$ cat src/rtl/mul_pkg.sv
// Shared definitions for the radix-16 Booth multiplier family: Booth digit selects,
// controller states and the digit-count derivation.
package mul_pkg;

   localparam int WIDTH         = 52;
   localparam int FpuMultiplier = 1;

   typedef enum logic [3:0] {
      PP_0  = 4'd0,
      PP_A  = 4'd1,
      PP_2A = 4'd2,
      PP_3A = 4'd3,
      PP_4A = 4'd4,
      PP_5A = 4'd5,
      PP_6A = 4'd6,
      PP_7A = 4'd7,
      PP_8A = 4'd8
   } booth_sel_t;

   typedef enum logic [1:0] {
      IDLE,
      PRECOMP,
      ITER,
      DONE
   } mul_ctrl_state_t;

   // One extra digit beyond WIDTH/4 keeps the top digit non-negative for unsigned operands.
   function automatic int ndig(input int w);
      return (w + 4) / 4;
   endfunction

   localparam int NDIG = ndig(WIDTH);

endpackage

$ cat src/rtl/booth_r16_digit_enc.sv
// Radix-16 Booth digit encoder: a 5-bit multiplier window {b[4k+3:4k], b[4k-1]} becomes
// a magnitude select (0..8 multiples of A) and a sign.
module booth_r16_digit_enc
   import mul_pkg::*;
(
   input  logic [4:0] window,
   output booth_sel_t sel,
   output logic       neg
);

   logic [3:0] pos;
   logic [3:0] mag;

   // The top window bit weighs -8; a window of 1_1111 folds back to zero, not "negative zero".
   always_comb begin
      pos = {1'b0, window[3], 2'b00} + {2'b00, window[2], 1'b0}
          + {3'b000, window[1]} + {3'b000, window[0]};
      mag = pos;
      neg = 1'b0;
      if (window[4]) begin
         mag = 4'd8 - pos;
         neg = (pos != 4'd8);
      end
      sel = booth_sel_t'(mag);
   end

endmodule

$ cat src/rtl/mul_r16_seq_ctrl.sv
// Sequential radix-16 Booth multiplier controller: accepts an unsigned operand pair,
// retires one Booth digit per cycle into an accumulator and presents the full product.
module mul_r16_seq_ctrl
   import mul_pkg::*;
(
   input  logic                        clk_i,
   input  logic                        rst_i,
   input  logic                        in_valid_i,
   output logic                        in_ready_o,
   input  logic [WIDTH-1:0]            a_i,
   input  logic [WIDTH-1:0]            b_i,
   input  logic                        flush_i,
   output logic                        out_valid_o,
   input  logic                        out_ready_i,
   output logic [2*WIDTH-1:0]          prod_o,
   output logic                        busy_o,
   output logic [3:0]                  digit_sel_o,
   output logic                        digit_neg_o,
   output logic [$clog2(NDIG)-1:0]     digit_idx_o
);

   localparam int BEXT = 4*NDIG + 1;
   localparam int MW   = WIDTH + 3;
   localparam int PW   = 2*WIDTH;
   localparam int IW   = $clog2(NDIG);
   localparam logic [IW-1:0] LAST_IDX = IW'(NDIG - 1);

   mul_ctrl_state_t state, state_next;

   logic [WIDTH-1:0] a_reg;
   logic [BEXT-1:0]  b_reg;
   logic [MW-1:0]    a_ext;
   logic [MW-1:0]    m3, m5, m7;
   logic [MW-1:0]    pp;
   logic [PW-1:0]    pp_shift;
   logic [PW-1:0]    acc, acc_next;
   logic [PW-1:0]    prod;
   logic [IW-1:0]    idx;
   logic [4:0]       window;
   booth_sel_t       enc_sel;
   logic             enc_neg;
   logic             accept;

   assign a_ext  = {3'b000, a_reg};
   assign window = 5'(b_reg >> {idx, 2'b00});

   booth_r16_digit_enc u_enc (
      .window (window),
      .sel    (enc_sel),
      .neg    (enc_neg)
   );

   always_comb begin
      pp = '0;
      case (enc_sel)
         PP_0:    pp = '0;
         PP_A:    pp = a_ext;
         PP_2A:   pp = a_ext << 1;
         PP_3A:   pp = m3;
         PP_4A:   pp = a_ext << 2;
         PP_5A:   pp = m5;
         PP_6A:   pp = m3 << 1;
         PP_7A:   pp = m7;
         PP_8A:   pp = a_ext << 3;
         default: pp = '0;
      endcase
   end

   // Wrap-around in the accumulator is harmless: the final sum always fits in PW bits.
   assign pp_shift = PW'(pp) << {idx, 2'b00};
   assign acc_next = enc_neg ? (acc - pp_shift) : (acc + pp_shift);

   // Flush outranks both handshakes; in IDLE it simply blocks the accept.
   always_comb begin
      state_next = state;
      accept     = 1'b0;
      case (state)
         IDLE: begin
            if (!flush_i && in_valid_i) begin
               accept     = 1'b1;
               state_next = PRECOMP;
            end
         end
         PRECOMP: state_next = flush_i ? IDLE : ITER;
         ITER: begin
            if (flush_i)
               state_next = IDLE;
            else if (idx == LAST_IDX)
               state_next = DONE;
         end
         DONE: begin
            if (flush_i)
               state_next = IDLE;
            else if (out_ready_i) begin
               if (in_valid_i) begin
                  accept     = 1'b1;
                  state_next = PRECOMP;
               end else
                  state_next = IDLE;
            end
         end
         default: state_next = IDLE;
      endcase
   end

   always_ff @(posedge clk_i) begin
      if (rst_i) begin
         state <= IDLE;
         a_reg <= '0;
         b_reg <= '0;
         m3    <= '0;
         m5    <= '0;
         m7    <= '0;
         acc   <= '0;
         prod  <= '0;
         idx   <= '0;
      end else begin
         state <= state_next;
         if (accept) begin
            a_reg <= a_i;
            b_reg <= {{(BEXT-WIDTH-1){1'b0}}, b_i, 1'b0};
            acc   <= '0;
         end
         if (state == PRECOMP) begin
            m3  <= a_ext + (a_ext << 1);
            m5  <= a_ext + (a_ext << 2);
            m7  <= (a_ext << 3) - a_ext;
            idx <= '0;
         end
         if (state == ITER && !flush_i) begin
            acc <= acc_next;
            idx <= idx + 1'b1;
            if (idx == LAST_IDX)
               prod <= acc_next;
         end
         if (state_next == IDLE)
            idx <= '0;
      end
   end

   assign in_ready_o  = (state == IDLE) || (state == DONE && out_ready_i);
   assign out_valid_o = (state == DONE);
   assign busy_o      = (state != IDLE);
   assign prod_o      = prod;
   assign digit_idx_o = idx;
   assign digit_sel_o = (state == ITER) ? 4'(enc_sel) : 4'(PP_0);
   assign digit_neg_o = (state == ITER) && enc_neg;

endmodule

$ cat config.mk
export PLATFORM = sky130hd
export DESIGN_NAME = mul_r16_seq_ctrl
export DESIGN_NICKNAME = d
export VERILOG_FILES = /design/src/rtl/mul_pkg.sv /design/src/rtl/booth_r16_digit_enc.sv /design/src/rtl/mul_r16_seq_ctrl.sv
export SDC_FILE = /design/constraint.sdc
export NUM_CORES = 2
export LEC_CHECK = 0
export ABC_AREA = 1
export ABC_CLOCK_PERIOD_IN_PS = 8250
export CORE_MARGIN = 4
export CORE_UTILIZATION = 34
export CTS_BUF_LIST = sky130_fd_sc_hd__clkbuf_4 sky130_fd_sc_hd__clkbuf_8
export DETAILED_ROUTE_END_ITERATION = 16
export GPL_TIMING_DRIVEN = 1
export SLEW_MARGIN = 25
export SYNTH_ARGS = -nofsm -noshare
export SYNTH_HDL_FRONTEND = slang
export SYNTH_SLANG_ARGS = --single-unit
$ cat constraint.sdc
create_clock -name clk_i -period 8.25 [get_ports clk_i]
set_clock_uncertainty 0.15 [all_clocks]
set_input_delay 2.0625 -clock clk_i [delete_from_list [all_inputs] [get_ports clk_i]]
set_output_delay 2.0625 -clock clk_i [all_outputs]
set_load 0.02 [all_outputs]
; After elaboration in Yosys (flattened, before gate mapping)
; Cells that the tools add are included.
; W data, S select, Z words.
[word_totals]
inputBits = 109
out_inout_bits = 116
ff_bits = 483
[op_classes]
addsub = 10
eq_ne = 13
n_reduce_logical = 13
muxes = 22
shift = 2
[ops]
columns = cell, n
row1 = $pmux W55 S8, 1
row2 = $mux W104, 3
row3 = $add A104 B104 Y104, 1
row4 = $shl A55 B6 Y104, 1
row5 = $sub A104 B104 Y104, 1
row6 = $add A52 B54 Y55, 1
row7 = $sub A55 B52 Y55, 1
row8 = $add A52 B53 Y54, 1
row9 = $shr A53 B6 Y5, 1
row10 = $eq A4 B3 Y1 const B, 4
row11 = $mux W4, 4
row12 = $mux W2, 6
row13 = $add A4 B1 Y4, 2
row14 = $eq A4 B2 Y1 const B, 2
row15 = $eq A4 B4 Y1 const B, 2
row16 = $pmux W2 S4, 1
row17 = $mux W1, 6
row18 = $reduce_bool A2 Y1, 3
row19 = $add A3 B2 Y4, 1
row20 = $add A4 B1 Y4 const B, 1
row21 = $eq A2 B2 Y1 const B, 2
row22 = $eq A4 B1 Y1 const B, 1
row23 = $logic_and A1 B1 Y1, 4
row24 = $logic_not A2 Y1, 2
row25 = 8 further kinds, 8

; Depth between registers and ports, before layout
[logic_depth]
depth_word = 12
ltp_mapped = 62
ltp_nobuf = 58

; Cells and area by module
; A second synthesis with hierarchy kept.
[unflattened]
hier_cells = 7649
hier_area_um2 = 44966.9
[modules_own_cells]
columns = module, n_inst, seq_area_each_um2, cells_per_inst, area_each_um2
row1 = mul_r16_seq_ctrl, 1, 9589.2, 7621, 44815.5
row2 = booth_r16_digit_enc, 1, 0.0, 28, 151.4

; Worst setup path after synthesis
; No wires, ideal clock.
[synth_path]
path_kind = register -> register
from = reg idx[0], in the netlist digit_idx_o[0]
to = reg prod[96], in the netlist prod_o[96]
setup_ps = 116
slack_ps = 236
stages_incl_launch_ff = 47
period_less_slack_ps = 8014
arrival_ps = 7748
n_path_buf = 9
cell_sequence = dfxtp_1 > inv_2 > buf_4 > clkbuf_1 > clkbuf_1 > clkbuf_1 > o21ai_0 > a32oi_1 > nand3_1 > ha_1 > ha_1 > inv_1 > ha_1 > clkbuf_1 > inv_1 > a21oi_1 > buf_2 > buf_2 > [... 11 more ...] > nand3_1 > a21boi_0 > o21ai_0 > a21oi_1 > o21bai_1 > a21oi_1 > inv_1 > a21oi_1 > o21ai_0 > nand2_1 > nand2_1 > nand4_1 > o311ai_0 > or2_2 > nand2_1 > nand2_1 > o211ai_1 > inv_1
[synth_via]
elab_chain_len = 11
word_cells_on_any_way = 23
classes_between = add/sub (6) / eq/ne (10) / shift (2) / mux (4) / reduce/logical (1)
[synth_lines]
columns = element, line_no
row1 = from (decl), mul_r16_seq_ctrl.sv:38  ; logic [IW-1:0] idx;
row2 = from (signal assigned), mul_r16_seq_ctrl.sv:132  ; idx <= idx + 1'b1;
row3 = $shr A53 B6 Y5, mul_r16_seq_ctrl.sv:45  ; assign window = 5'(b_reg >> {idx, 2'b00});
row4 = $add A3 B2 Y4, booth_r16_digit_enc.sv:16  ; pos = {1'b0, window[3], 2'b00} + {2'b00, window[2], 1'b0}
row5 = $add A4 B1 Y4 (2 in a row), booth_r16_digit_enc.sv:17  ; + {3'b000, window[1]} + {3'b000, window[0]};
row6 = $sub A4 B4 Y4, booth_r16_digit_enc.sv:21  ; mag = 4'd8 - pos;
row7 = $mux W4, booth_r16_digit_enc.sv:20  ; if (window[4]) begin
row8 = "$eq A4 B4 Y1, or another cell as far along", mul_r16_seq_ctrl.sv:55  ; case (enc_sel)
row9 = $pmux W55 S8, mul_r16_seq_ctrl.sv:55
row10 = $shl A55 B6 Y104, mul_r16_seq_ctrl.sv:70  ; assign pp_shift = PW'(pp) << {idx, 2'b00};
row11 = $add A104 B104 Y104 or $sub A104 B104 Y104 (tied branches), mul_r16_seq_ctrl.sv:71  ; assign acc_next = enc_neg ? (acc - pp_shift) : (acc + pp_shift);
row12 = $mux W104, mul_r16_seq_ctrl.sv:71
row13 = to (signal assigned), mul_r16_seq_ctrl.sv:134  ; prod <= acc_next;
row14 = to (decl), mul_r16_seq_ctrl.sv:37  ; logic [PW-1:0] prod;
; Several ways; a longest one is shown, not always the timed one.
; A chain may end at the register's enable or synchronous reset.

; Final worst setup path
[layout_path]
from = reg idx[0], in the netlist digit_idx_o[0]
to = reg acc[103]
[layout_via]
elab_chain_len = 12
word_cells_on_any_way = 22
classes_between = add/sub (6) / eq/ne (9) / shift (2) / mux (5)
[layout_lines]
columns = element, line_no
row1 = $shr A53 B6 Y5, mul_r16_seq_ctrl.sv:45
row2 = $add A3 B2 Y4, booth_r16_digit_enc.sv:16
row3 = $add A4 B1 Y4 (2 in a row), booth_r16_digit_enc.sv:17
row4 = $sub A4 B4 Y4, booth_r16_digit_enc.sv:21
row5 = $mux W4, booth_r16_digit_enc.sv:20
row6 = "$eq A4 B4 Y1, or another cell as far along", mul_r16_seq_ctrl.sv:55
row7 = $pmux W55 S8, mul_r16_seq_ctrl.sv:55
row8 = $shl A55 B6 Y104, mul_r16_seq_ctrl.sv:70
row9 = $add A104 B104 Y104 or $sub A104 B104 Y104 (tied branches), mul_r16_seq_ctrl.sv:71
row10 = $mux W104 *, mul_r16_seq_ctrl.sv:71
row11 = $mux W104 *, mul_r16_seq_ctrl.sv:130  ; if (state == ITER && !flush_i) begin
row12 = to (signal assigned), mul_r16_seq_ctrl.sv:131  ; acc <= acc_next;
row13 = to (decl), mul_r16_seq_ctrl.sv:36  ; logic [PW-1:0] acc, acc_next;
; Mark *: on every way between the ends. The rest lies on a longest branch, timed or not.

==> results.yml <==
floorplanning:
  die_area_sq_um: 133500
  fp.dieW_um: 365.4
  start_util_pct: 34.40
  die_height_um: 365.4
  io_pins: 225
  num_rows: 130
  core_area_sq_um: 126200
placed_design:
  routabilityCongestion: 1.034
  dp_cells: 9460
  placed_area_sq_um: 51920
  portBuffers: 224
  place_worst_setup_slack_ns: -0.1670
  hpwl_um: 141800
logic_synthesis:
  yosysSeqAreaShare_pct: 22.08
  async_reset_ff_share_pct: 0
  synth.avg_cell_area_sq_um: 6.036
  synthTopCellsByCount: "1337 x nand2_1, 1054 x nor2_1, 867 x inv_1"
  synth.distinct_cells: 66
  synth.largest_area_cell: "dfxtp_1"
  yosys_warnings: 0
  netlist_area_sq_um: 43430
  synth_seq_cells: 479
  synthTopCellsByArea: "dfxtp_1 22%, nand2_1 12%, nor2_1 9.1%, ha_1 7.7%, inv_1 7.5%"
  synth_top_area_share_pct: 22.08
  synth_cells: 7194
  synth_edf_count: 0
  synth_most_common_cell: "nand2_1"
  synthesis.nets: 7574
  synth_flop_cell: "dfxtp_1"
run:
  drv_cap: 0
routing:
  viasPerCell: 5.261
  drt_iter0_drc: 4179
  drc: 0
  first_pass_iters: 6
  ant_nets: 0
  routed_wl_um: 180300
  wl_per_cell_um: 18.69
  vias: 50760
global_route:
  grt_pass1_vias: 47800
  grt_usage_pct: 26.02
  antenna_found_initial: 4
  grt_max_degree: 156
  grt_overflow: 0
  grt_pass1_wl_um: 273900
worst_hold_path:
  hold_class: "register to register"
clocking:
  clock_path_buffers: 3
  clkTransAtPathRegs_ns: 0.06
  clk-insertion-delay-late_ns: 0.84
  h-tree-depth: 3
  numCtsBuffers: 96
  cts_root_buf: "clkbuf_8"
  cts_tree: "yes"
  hold_buffers: 0
  cts_sinks: 479
pwr:
  power_leakage_nw: 28.04
  ir_drop_v: 0.0001324
  p_per_area_nw_per_um2: 164.4
critical_path:
  cp-end-kind: "register"
  path_common_cell: "nand2_1"
  required_ns: 8.78
  crit_slowest_cell: "dfxtp_4"
  critical-path-max-stage-delay_ns: 0.37
  path_max_fanout: 38
  worstPathArrival_ns: 8.47
  worstSetupStartpointType: "register"
  criticalPathCategory: "register to register"
final_layout:
  finalNonFillerCells: 9648
  syn_to_final_growth_pct: 27.74
  nets: 8301
  fillerInstances: 13510
  fin_area_sq_um: 55470
  final_layout_size_suffix_gt1_share_pct: 16.21
  final_util_pct: 43.95
sta:
  slew_viol_final: 0
  relSlewSlack_pct: 30.74
  layout_setup_ws_ns: 0.3098
  period_minus_slack_ns: 7.940
  rsz0062_at_grt: "true"
  hold_violations: 0
  tightest_slew_ns: 1.036
  setup_viol: 0
  setup_tns_ns: 0
  fmax_mhz: 125.9
  period_share_pct: 96.24
run_status:
  status: "complete, no violations"
[layout by cell type (no fill, tap or decap), drive strengths merged, types with 10 or more instances in the layout]
| master | n |
|---|---|
| a21boi | 20 |
| a21o | 10 |
| a21oi | 632 |
| a31oi | 80 |
| buf | 742 |
| clkbuf | 143 |
| clkdlybuf4s50 | 223 |
| clkinv | 18 |
| dfxtp | 479 |
| ha | 268 |
| inv | 890 |
| nand2 | 1351 |
| nand3 | 606 |
| nand4 | 282 |
| nor2 | 1074 |
| nor3 | 34 |
| o211ai | 29 |
| o21a | 36 |
| o21ai | 629 |
| o21bai | 15 |
| o221ai | 17 |
| o31ai | 12 |
| or2 | 20 |
| xnor2 | 116 |
| xor2 | 199 |
[per-layer routing]
metal  global-route usage [%]  share of wire [%]
met5                        0                  0
met2                    43.55                 46
met1                    34.42                 44
met3                    3.291                5.9
met4                    9.165                3.7
[critical path, delay by kind of cell, from the launching register on]
kind                     cells  cell delay, ns
XOR/XNOR                     3            0.57
flip-flops                   1            0.37
adder cells (fa/ha/maj)      4            1.07
AO/OA/AOI/OAI                5            0.63
AND/OR/NAND/NOR             28            3.82
buffers and inverters        8            1.12
[final cells by class]
| cell class | count | area [sq um] | share of cell area [%] |
|---|---|---|---|
| flip-flops and latches | 479 | 9597 | 17.30 |
| multi-input cells | 5488 | 30130 | 54.32 |
| well taps | 1650 | 2064 | 3.722 |
| diodes | 3 | 7.507 | 0.01353 |
| clock buffers | 140 | 1795 | 3.237 |
| repair buffers | 968 | 8179 | 14.74 |
| inverters | 888 | 3353 | 6.045 |
| clock inverters | 32 | 344.1 | 0.6203 |
[metrics by stage]
stage          power, W  hold WS, ns
2_1_floorplan  0.004664       0.2792
3_3_place_gp   0.006218       0.2967
3_5_place_dp   0.006246       0.3034
4_1_cts        0.009066       0.3120
5_1_grt        0.009672       0.3350
6_report       0.009122       0.3093
[what timing repair did]
action,4_1_cts,5_1_grt
gates resized for setup,10,317
buffers inserted,0,9
setup endpoints to repair,7,105
cloned,0,3
pin swaps,0,51
[kinds of logic after synthesis]
group                      synth area share (%)
xor gates and xnor gates                  6.353
adders and majority gates                 7.860
buffers and inverters                     11.36
and+or+nand+nor                           33.50
AOI/OAI and AO/OA                         18.85
DFF                                       22.08
[report_power, final]
part,total [W],internal [W],switching (W)
clock network,0.00278,0.00159,0.00119
logic,0.00377,0.00152,0.00225
registers,0.00257,0.00242,0.000149
total,0.00912,0.00553,0.00359
[final timing paths]
kind	from	end	slack, ns	cells after the start
setup / recovery	digit_idx_o[0]	acc[103]	0.31	48
hold / removal	b_reg[42]	b_reg[42]	0.31	2
setup reg to reg	digit_idx_o[0]	acc[103]	0.31	48
hold reg to reg	b_reg[42]	b_reg[42]	0.31	2
No activity file was read; power rests on OpenSTA's default activity.
